==> config.mk <==
export PLATFORM = sky130hd
export DESIGN_NAME = tt_um_cyl_rect
export DESIGN_NICKNAME = d
export VERILOG_FILES = /design/src/rtl/tt_um_cyl_rect.sv
export SDC_FILE = /design/constraint.sdc
export NUM_CORES = 1
export LEC_CHECK = 0
export ABC_CLOCK_PERIOD_IN_PS = 4800
export BUFFER_PORTS_ARGS = -buffer_cell sky130_fd_sc_hd__buf_4
export CORE_MARGIN = 2
export CORE_UTILIZATION = 55
export DETAILED_ROUTE_END_ITERATION = 8
export HOLD_SLACK_MARGIN = 0.03
export PLACE_DENSITY = 0.75
export SLEW_MARGIN = 10
export SYNTH_ARGS = -nofsm -noshare
export SYNTH_HDL_FRONTEND = slang
export SYNTH_SLANG_ARGS = --single-unit
==> constraint.sdc <==
create_clock -name clk -period 4.8 [get_ports clk]
set_input_delay 0.96 -clock clk [delete_from_list [all_inputs] [get_ports clk]]
set_output_delay 0.96 -clock clk [all_outputs]
set_load 0.03 [all_outputs]
==> src/rtl/tt_um_cyl_rect.sv <==
// tt_um_cyl_rect
// Cylindrical-to-rectangular converter: x = r*cos(theta), y = r*sin(theta),
// using a 10-step rotation-mode CORDIC with quadrant folding.
//
// Ports
//   clk      tile clock, rising edge
//   rst_n    asynchronous active-low reset
//   ena      tile enable; all state holds while low
//   ui_in    [6:0] r (unsigned magnitude), [7] start (rising edge launches)
//   uio_in   [5:0] theta (64 units per turn), [6] sel (0 = x, 1 = y), [7] unused
//   uo_out   selected result, two's complement, saturated to [-127, 127]
//   uio_out  [7] done, [6:0] zero
//   uio_oe   constant 8'h80 (only bit 7 is driven)
//
// State | meaning
// IDLE   | no result computed since reset; waiting for a launch
// ROTATE | iter 0..9: one CORDIC step per enabled edge; iter 10: write-back
// DONE   | results held in xr/yr with done=1; a launch reloads
module tt_um_cyl_rect (
  input  logic       clk,
  input  logic       rst_n,
  input  logic       ena,
  input  logic [7:0] ui_in,
  input  logic [7:0] uio_in,
  output logic [7:0] uo_out,
  output logic [7:0] uio_out,
  output logic [7:0] uio_oe
);

  typedef enum logic [1:0] {
    IDLE   = 2'd0,
    ROTATE = 2'd1,
    DONE   = 2'd2
  } state_t;

  localparam logic [3:0] WRITE_BACK = 4'd10;

  state_t state, state_nxt;

  logic               start_q;
  logic               launch;
  logic               load;
  logic               step;
  logic               write_back;
  logic [3:0]         iter;
  logic signed [18:0] x, y;
  logic signed [16:0] z;
  logic [1:0]         quad;
  logic [7:0]         xr, yr;
  logic               done;

  logic [18:0]        x_init;
  logic [16:0]        z_init;
  logic signed [18:0] x_sh, y_sh, x_nxt, y_nxt, x_map, y_map;
  logic signed [16:0] z_nxt, atan_i;
  logic               unused_bits;

  assign launch = ui_in[7] & ~start_q;

  // x0 = r * 622 pre-divides by the CORDIC gain so x ends near r * 1024.
  assign x_init = 19'(ui_in[6:0]) * 19'd622;
  // One theta LSB is 1024 z units (65536 z units per turn); the top two
  // theta bits are handled by the quadrant fold, so z0 is at most 84.4 deg.
  assign z_init = {3'b000, uio_in[3:0], 10'd0};

  always_comb begin
    state_nxt  = state;
    load       = 1'b0;
    step       = 1'b0;
    write_back = 1'b0;
    case (state)
      IDLE: begin
        if (launch) begin
          load      = 1'b1;
          state_nxt = ROTATE;
        end
      end
      ROTATE: begin
        if (iter == WRITE_BACK) begin
          write_back = 1'b1;
          state_nxt  = DONE;
        end else begin
          step = 1'b1;
        end
      end
      DONE: begin
        if (launch) begin
          load      = 1'b1;
          state_nxt = ROTATE;
        end
      end
      default: state_nxt = IDLE;
    endcase
  end

  always_ff @(posedge clk or negedge rst_n) begin
    if (!rst_n) begin
      state   <= IDLE;
      start_q <= 1'b0;
    end else if (ena) begin
      state   <= state_nxt;
      start_q <= ui_in[7];
    end
  end

  // atan(2^-i) in units of 65536 per turn
  always_comb begin
    case (iter)
      4'd0:    atan_i = 17'sd8192;
      4'd1:    atan_i = 17'sd4836;
      4'd2:    atan_i = 17'sd2555;
      4'd3:    atan_i = 17'sd1297;
      4'd4:    atan_i = 17'sd651;
      4'd5:    atan_i = 17'sd326;
      4'd6:    atan_i = 17'sd163;
      4'd7:    atan_i = 17'sd81;
      4'd8:    atan_i = 17'sd41;
      4'd9:    atan_i = 17'sd20;
      default: atan_i = 17'sd0;
    endcase
  end

  assign x_sh = x >>> iter;
  assign y_sh = y >>> iter;

  // z >= 0 rotates counter-clockwise (d = +1); negative z rotates back.
  assign x_nxt = z[16] ? (x + y_sh) : (x - y_sh);
  assign y_nxt = z[16] ? (y - x_sh) : (y + x_sh);
  assign z_nxt = z[16] ? (z + atan_i) : (z - atan_i);

  always_comb begin
    x_map = x;
    y_map = y;
    case (quad)
      2'd0: begin x_map = x;  y_map = y;  end
      2'd1: begin x_map = -y; y_map = x;  end
      2'd2: begin x_map = -x; y_map = -y; end
      2'd3: begin x_map = y;  y_map = -x; end
      default: begin x_map = x; y_map = y; end
    endcase
  end

  // Round to nearest integer (10 fractional bits) and clamp to +/-127 so
  // the result is symmetric and never reaches -128.
  function automatic logic [7:0] round_sat(input logic signed [18:0] v);
    logic signed [18:0] t;
    t = (v + 19'sd512) >>> 10;
    if (t > 19'sd127)
      round_sat = 8'h7F;
    else if (t < -19'sd127)
      round_sat = 8'h81;
    else
      round_sat = t[7:0];
  endfunction

  always_ff @(posedge clk or negedge rst_n) begin
    if (!rst_n) begin
      x    <= '0;
      y    <= '0;
      z    <= '0;
      quad <= '0;
      iter <= '0;
      xr   <= '0;
      yr   <= '0;
      done <= 1'b0;
    end else if (ena) begin
      if (load) begin
        x    <= x_init;
        y    <= '0;
        z    <= z_init;
        quad <= uio_in[5:4];
        iter <= '0;
        done <= 1'b0;
      end else if (step) begin
        x    <= x_nxt;
        y    <= y_nxt;
        z    <= z_nxt;
        iter <= iter + 4'd1;
      end else if (write_back) begin
        xr   <= round_sat(x_map);
        yr   <= round_sat(y_map);
        done <= 1'b1;
        iter <= '0;
      end
    end
  end

  assign uo_out      = uio_in[6] ? yr : xr;
  assign uio_out     = {done, 7'd0};
  assign uio_oe      = 8'h80;
  assign unused_bits = uio_in[7];

endmodule
==> impl_results.md, run 1 <==
- Post-synth top area cell: dfrtp_1
- WL/cell: 18.27 um
- TritonCTS Buffers: 9
- RSZ-0062 raised after global routing: yes
- Vias in the first global route: between 10000 and 15000
- Placed cell areas: ~13000 um^2
- Setup crit start kind: flip-flop
- First DRT Iteration DRCs: just over 900
- Chip width: roughly 150 um
- Post-Synthesis Cells: 1459
- Max-slew violations: 0
- WS Path Type: reg -> reg
- Ys async rst share: 100.0%
- Synthesized area: 11980 um^2
- Critical path buffers and inverters: 2
- Routed wire length: 32780 um
- Detail Placement HPWL: 25180 um
- Fin Clk Skew: 0.01184 ns
- Total track usage: between 20 and 30%
- Area growth from synthesis to layout: 10.48%
- Post-synth top flop: dfrtp_1
- Sequential area share after synthesis: 16.91%
- Post-synthesis cell type count: 104
- Worst Path Required: between 5 and 6 ns
- Via count: between 10000 and 15000
- Slew HR: 20.76%
- Final period util: 99.73%
- Routed Antenna Nets: 0
- Fmax: around 210 MHz
- Skew-Pair Late Insertion Delay: 0.37 ns
- CTS hold repair buffers: 0
- Crit. End Element: flip-flop
- Most common cell on crit path: o211ai_1
- Die Span Y: 151.6 um
- Final Instance Area: 13240 um^2
- Worst-path cell chain: buf_12 -> mux4_2 -> mux2_2 -> a21oi_4 -> ha_2 -> inv_1 -> o31a_1 -> xnor2_1 -> ha_1 -> or4_4 -> o211ai_1 -> a21oi_2 -> o41a_1 -> a211o_1 -> o211ai_1 -> xor2_1 -> or3_1 -> o21ai_1
- Max stage delay on crit path: ~0.49 ns
- Gr ovfl total: 0
- Number of flops mapped to enable cells by yosys: 0
- Final setup viols: 0
- Root buffer cell: clkbuf_16
- Drt first pass iters: 6
- Initial antenna violation count: 0
- Placer congestion estimate: between 0.9 and 1
- CTS tree: yes
- Cell row count: 54
- H-Tree Depth: 3
- Vias per cell: around 6.2
- ANT cells: 0
- MaxCap Viol Count: 0
- Critical-path top delay cell: or4_4
- Synthesized flop and latch total: 81
- Worst min-delay path category: reg -> reg
- Share of layout cells above drive strength 1: a little under a fifth
- Largest net degree at the start of global routing: between 50 and 60
- CP max FO: 5
- Initial Util: 55.43%
- Post-synth top cells: nor2_1 (125), nand2_1 (120), a21oi_1 (112)
- PortBufs: 26
- Hold_ws: 0.4792 ns
- Post-Syn Area per Cell: 8.214 um^2
- First-pass GRT wire length: 52920 um
- Count leader, synth: nor2_1
- Ranking of synthesized cells by area: dfrtp_1 (17%), ha_1 (10%), xnor2_1 (5.8%)
- Worst EP arrival: 5.07 ns
- DR DRC count: 0
- Share of the synthesized area in the top cell type: 16.91%
- Largest delay share family, worst path: compound AO/OA/AOI/OAI gates
- Total die area: 22990 um^2
- Final Critical Period: approximately 4.8 ns
- Worst slew pin tran: 1.184 ns
- Synth Warn #: 0
- Final Hold Viols: 0
- Clock Sinks: between 80 and 90
- CTS max path bufs: 2
- Status: completed
- Number of nets in the layout: approximately 1600
- Clock transition at the registers of the reported paths: 0.07 ns
- Io pins: between 40 and 50
- Core area: 21620 um^2
-- layout by cell type, fill, tap and decap left out, types with 8 or more instances in the layout --
master and count:
a211oi_1 8, a21o_1 12, a21oi_1 106, a22o_1 8
a31oi_1 31, and2_1 11, and3_1 18, buf_4 125
clkbuf_16 9, conb_1 15, dfrtp_1 79, fa_1 18
ha_1 98, inv_1 78, mux2_2 29, mux2i_1 41
mux4_2 29, nand2_1 120, nand2b_1 16, nand3_1 28
nand4_1 11, nor2_1 124, nor2b_1 15, nor3_1 25
nor4_1 8, o211ai_1 10, o21a_1 18, o21ai_0 78
o21ai_1 10, o31ai_1 10, or2_2 12, or3_1 15
xnor2_1 79, xor2_1 53
-- repair_timing --
| action | CTS | global route |
|---|---|---|
| gates resized for setup | 1 | 24 |
| pin swaps | 0 | 9 |
| setup buffers | 3 | 3 |
| endpoints found under the setup margin | 3 | 15 |
-- cell type report --
type                    count  area, um^2
inverters                  81       304.0
clock inverters             7       55.05
well taps                 280       350.3
repair buffers            130        1003
clock buffers               9       225.2
flip-flops and latches     81        2029
fillers                  1929        8381
multi-input cells        1206        9273
-- path summary, 6_finish.rpt --
| kind | startpoint | end | slack (ns) | depth (start not counted) |
|---|---|---|---|---|
| setup / recovery | iter[1] | y[18] | 0.01 | 18 |
| hold / removal | yr[3] | yr[3] | 0.48 | 2 |
| setup reg to reg | iter[1] | y[18] | 0.01 | 18 |
| hold reg to reg | yr[3] | yr[3] | 0.48 | 2 |
| max in group asynchronous | rst_n | x[7] | 3.22 | 2 |
| min in group asynchronous | rst_n | y[6] | 0.59 | 1 |
-- flip-flops by register name, indices dropped and copies added (netlist names) --
signal	flops
iter	4
quad	2
x	19
yr	8
y	19
z	17
done	1
state	2
start_q	1
xr	8
-- metrics by stage --
| stage | utilization, % | worst slack, ns | setup TNS [ns] | std cells |
|---|---|---|---|---|
| 4_1_cts | 60.67 | 0.01317 | 0 | 1791 |
| 2_1_floorplan | - | 0.01381 | 0 | 1472 |
| 3_3_place_gp | 59.27 | -0.05107 | -0.07817 | 1772 |
| 5_1_grt | 61.24 | -0.1995 | -0.4923 | 1794 |
| 6_report | 61.24 | 0.01306 | 0 | 1794 |
| 3_5_place_dp | 59.27 | -0.06641 | -0.1525 | 1772 |
-- per-layer routing --
layer,wire length [um],global-route usage (%)
met5,0,0
met4,893,11.02
met3,2090,3.593
met2,15200,47.15
met1,14600,39.82
-- cells by family (layout without fill, tap and decap cells) --
| group | after synthesis | in the layout | synth area share (%) |
|---|---|---|---|
| and+or+nand+nor | 443 | 443 | 18.53 |
| adders and majority gates | 119 | 119 | 13.53 |
| DFF | 81 | 81 | 16.91 |
| muxes | 110 | 110 | 13.13 |
| other | 2 | 15 | 0.06267 |
| xor gates and xnor gates | 133 | 133 | 9.783 |
| buffers and inverters | 185 | 227 | 6.880 |
| AOI/OAI and AO/OA | 386 | 386 | 21.16 |
-- worst register-to-register path, cell delays in order (launching register included) --
cell and delay, ns:
dfrtp_2 0.46, buf_12 0.14, mux4_2 0.48, mux2_2 0.33, a21oi_4 0.17, ha_2 0.20
inv_1 0.06, o31a_1 0.31, xnor2_1 0.14, ha_1 0.20, or4_4 0.49, o211ai_1 0.32
a21oi_2 0.11, o41a_1 0.44, a211o_1 0.26, o211ai_1 0.12, xor2_1 0.11, or3_1 0.31
o21ai_1 0.07
Power of run 1 is not shown: default switching activity piles up to over one toggle a cycle in this logic, so the estimate is an artifact.
==> inputs of run 2 (changes only) <==
- SETUP_SLACK_MARGIN: default -> 0.3
==> run 2 against run 1 <==
  * Non-clock buffer count grew 17
  * Routed wire length grew 3.8%
  * Largest cell class unchanged
  * Sequential share of layout area shrank 0.46 points
  * Count of clock-buffer cells in the layout grew 1
  * Highest routed layer unchanged
  * Global-route usage grew 0.48 points
  * First-iteration DRC count grew 20%
  * Final cell count grew 0.95%
==> impl_results.md, run 2 (synthesized netlist as in run 1, its figures left out) <==
- Worst reg2reg endpoint: y[18]
- Initial Util: between 50 and 60%
- Final Hold Viols: 0
- Drt first pass iters: 7
- Chip width: 151.6 um
- Number of nets in the layout: 1663
- WL/cell: 18.78 um
- First DRT Iteration DRCs: between 1000 and 1500
- Crit. End Element: flip-flop
- H-Tree Depth: 3
- Max-slew violations: 0
- PortBufs: 26
- Share of layout cells above drive strength 1: ~22%
- Worst slew pin tran: ~0.78 ns
- RSZ-0062 raised after global routing: yes
- Reg2Reg Setup Slack: 0.12 ns
- CTS max path bufs: 2
- Skew-Pair Late Insertion Delay: about 0.36 ns
- DP Worst Slack: -0.07394 ns
- Cell row count: 54
- CTS tree: yes
- Total track usage: 29.57%
- Largest regs: x: 19 flops, y: 19 flops, z: 17 flops
- Final Critical Period: approximately 4.7 ns
- Hold_ws: slightly below 0.5 ns
- Routed Antenna Nets: 0
- Via count: 11348
- HP Start: xr[7]
- Io pins: 43
- CTS hold repair buffers: 0
- Clock Sinks: 81
- Clock transition at the registers of the reported paths: 0.07 ns
- Largest net degree at the start of global routing: 53
- Fmax: approximately 210 MHz
- Worst hold stages: 2
- First-pass GRT wire length: 53650 um
- Routed wire length: roughly 34000 um
- Total die area: 22990 um^2
- WS Path Type: reg -> reg
- Fin Clk Skew: between 0.01 and 0.015 ns
- DR DRC count: 0
- Final setup viols: 0
- Vias per cell: 6.266
- Initial antenna violation count: 0
- Placer congestion estimate: 1.014
- ANT cells: 0
- FF-to-FF Start: iter[0]
- Commonest non-fill, non-tap cell in the layout: buf_4
- Gr ovfl total: 0
- Slew HR: 48.12%
- Reg2reg path depth: 17
- Root buffer cell: clkbuf_16
- Status: completed
- Placed instance count: 1770
- TritonCTS Buffers: 9
- Detail Placement HPWL: 25280 um
- Layout Utilization: 63.12%
- Most frequent cells in the layout: buf_4 (138), nor2_1 (121), nand2_1 (119), ha_1 (96), a21oi_1 (93)
- Final period util: 97.58%
- Setup slack after layout: 0.1161 ns
- Worst EP arrival: 4.97 ns
- MaxCap Viol Count: 0
- Vias in the first global route: 10453
- Hold endpoint: xr[7]
- CP max FO: 10
- Final Non-Filler Cells: around 1800
- Setup crit start kind: flip-flop
- Core area: 21620 um^2
- Worst min-delay path category: reg -> reg
- Worst Path Required: 5.08 ns
- Area growth from synthesis to layout: 13.88%
- Die Span Y: 151.6 um
- Filler cell count: 1868
-- run 2: worst max-delay path by stage --
stage	startpoint	endpoint	slack [ns]	cells after the start
2_1_floorplan	iter[1]	y[18]	0.1	23
3_3_place_gp	ui_in[4]	x[15]	-0.06	17
4_1_cts	iter[0]	y[18]	0.14	20
6_report	iter[0]	y[18]	0.12	17
5_1_grt	iter[0]	y[18]	-0.12	18
3_5_place_dp	iter[0]	y[18]	-0.07	16
-- run 2: worst max-delay path, stage by stage (launching register included) --
cell and delay [ns]:
dfrtp_2 0.37, buf_12 0.14, mux4_2 0.55, mux4_2 0.55
nor3b_4 0.25, buf_4 0.16, a21oi_2 0.05, xor2_1 0.15
ha_2 0.20, or4_4 0.54, o211ai_1 0.30, a21oi_2 0.11
o41a_1 0.35, a211o_1 0.27, o211ai_1 0.12, xor2_1 0.11
or3_1 0.31, o21ai_1 0.07
-- run 2: stage by stage --
stage               cell area [um^2]  TNS (ns)
floorplan                      12070         0
global placement               12830  -0.09000
detailed placement             12830   -0.1526
CTS                            13360         0
global route                   13650   -0.1230
finish                         13650         0
-- run 2: repair_timing --
action	4_1_cts	5_1_grt
cloned	0	0
pin swaps	9	14
buffers inserted	13	12
setup endpoints to repair	15	20
gates resized for setup	29	54
-- run 2: routing by layer --
layer	part of all wire [%]	GRT usage, %
met1	43	40.10
met2	47	48.69
met3	7.2	4.281
met4	2.7	9.676
met5	0	0
-- run 2: layout make-up --
type	count	area [um^2]	share of cell area (%)
Timing Repair Buffer	147	1189	8.710
Sequential cell	81	2029	14.87
Clock inverter	6	66.31	0.4859
Multi-Input combinational cell	1206	9464	69.35
Clock buffer	10	239.0	1.751
Inverter	81	309.0	2.265
Tap cell	280	350.3	2.567
Power of run 2 is left out for the same reason.
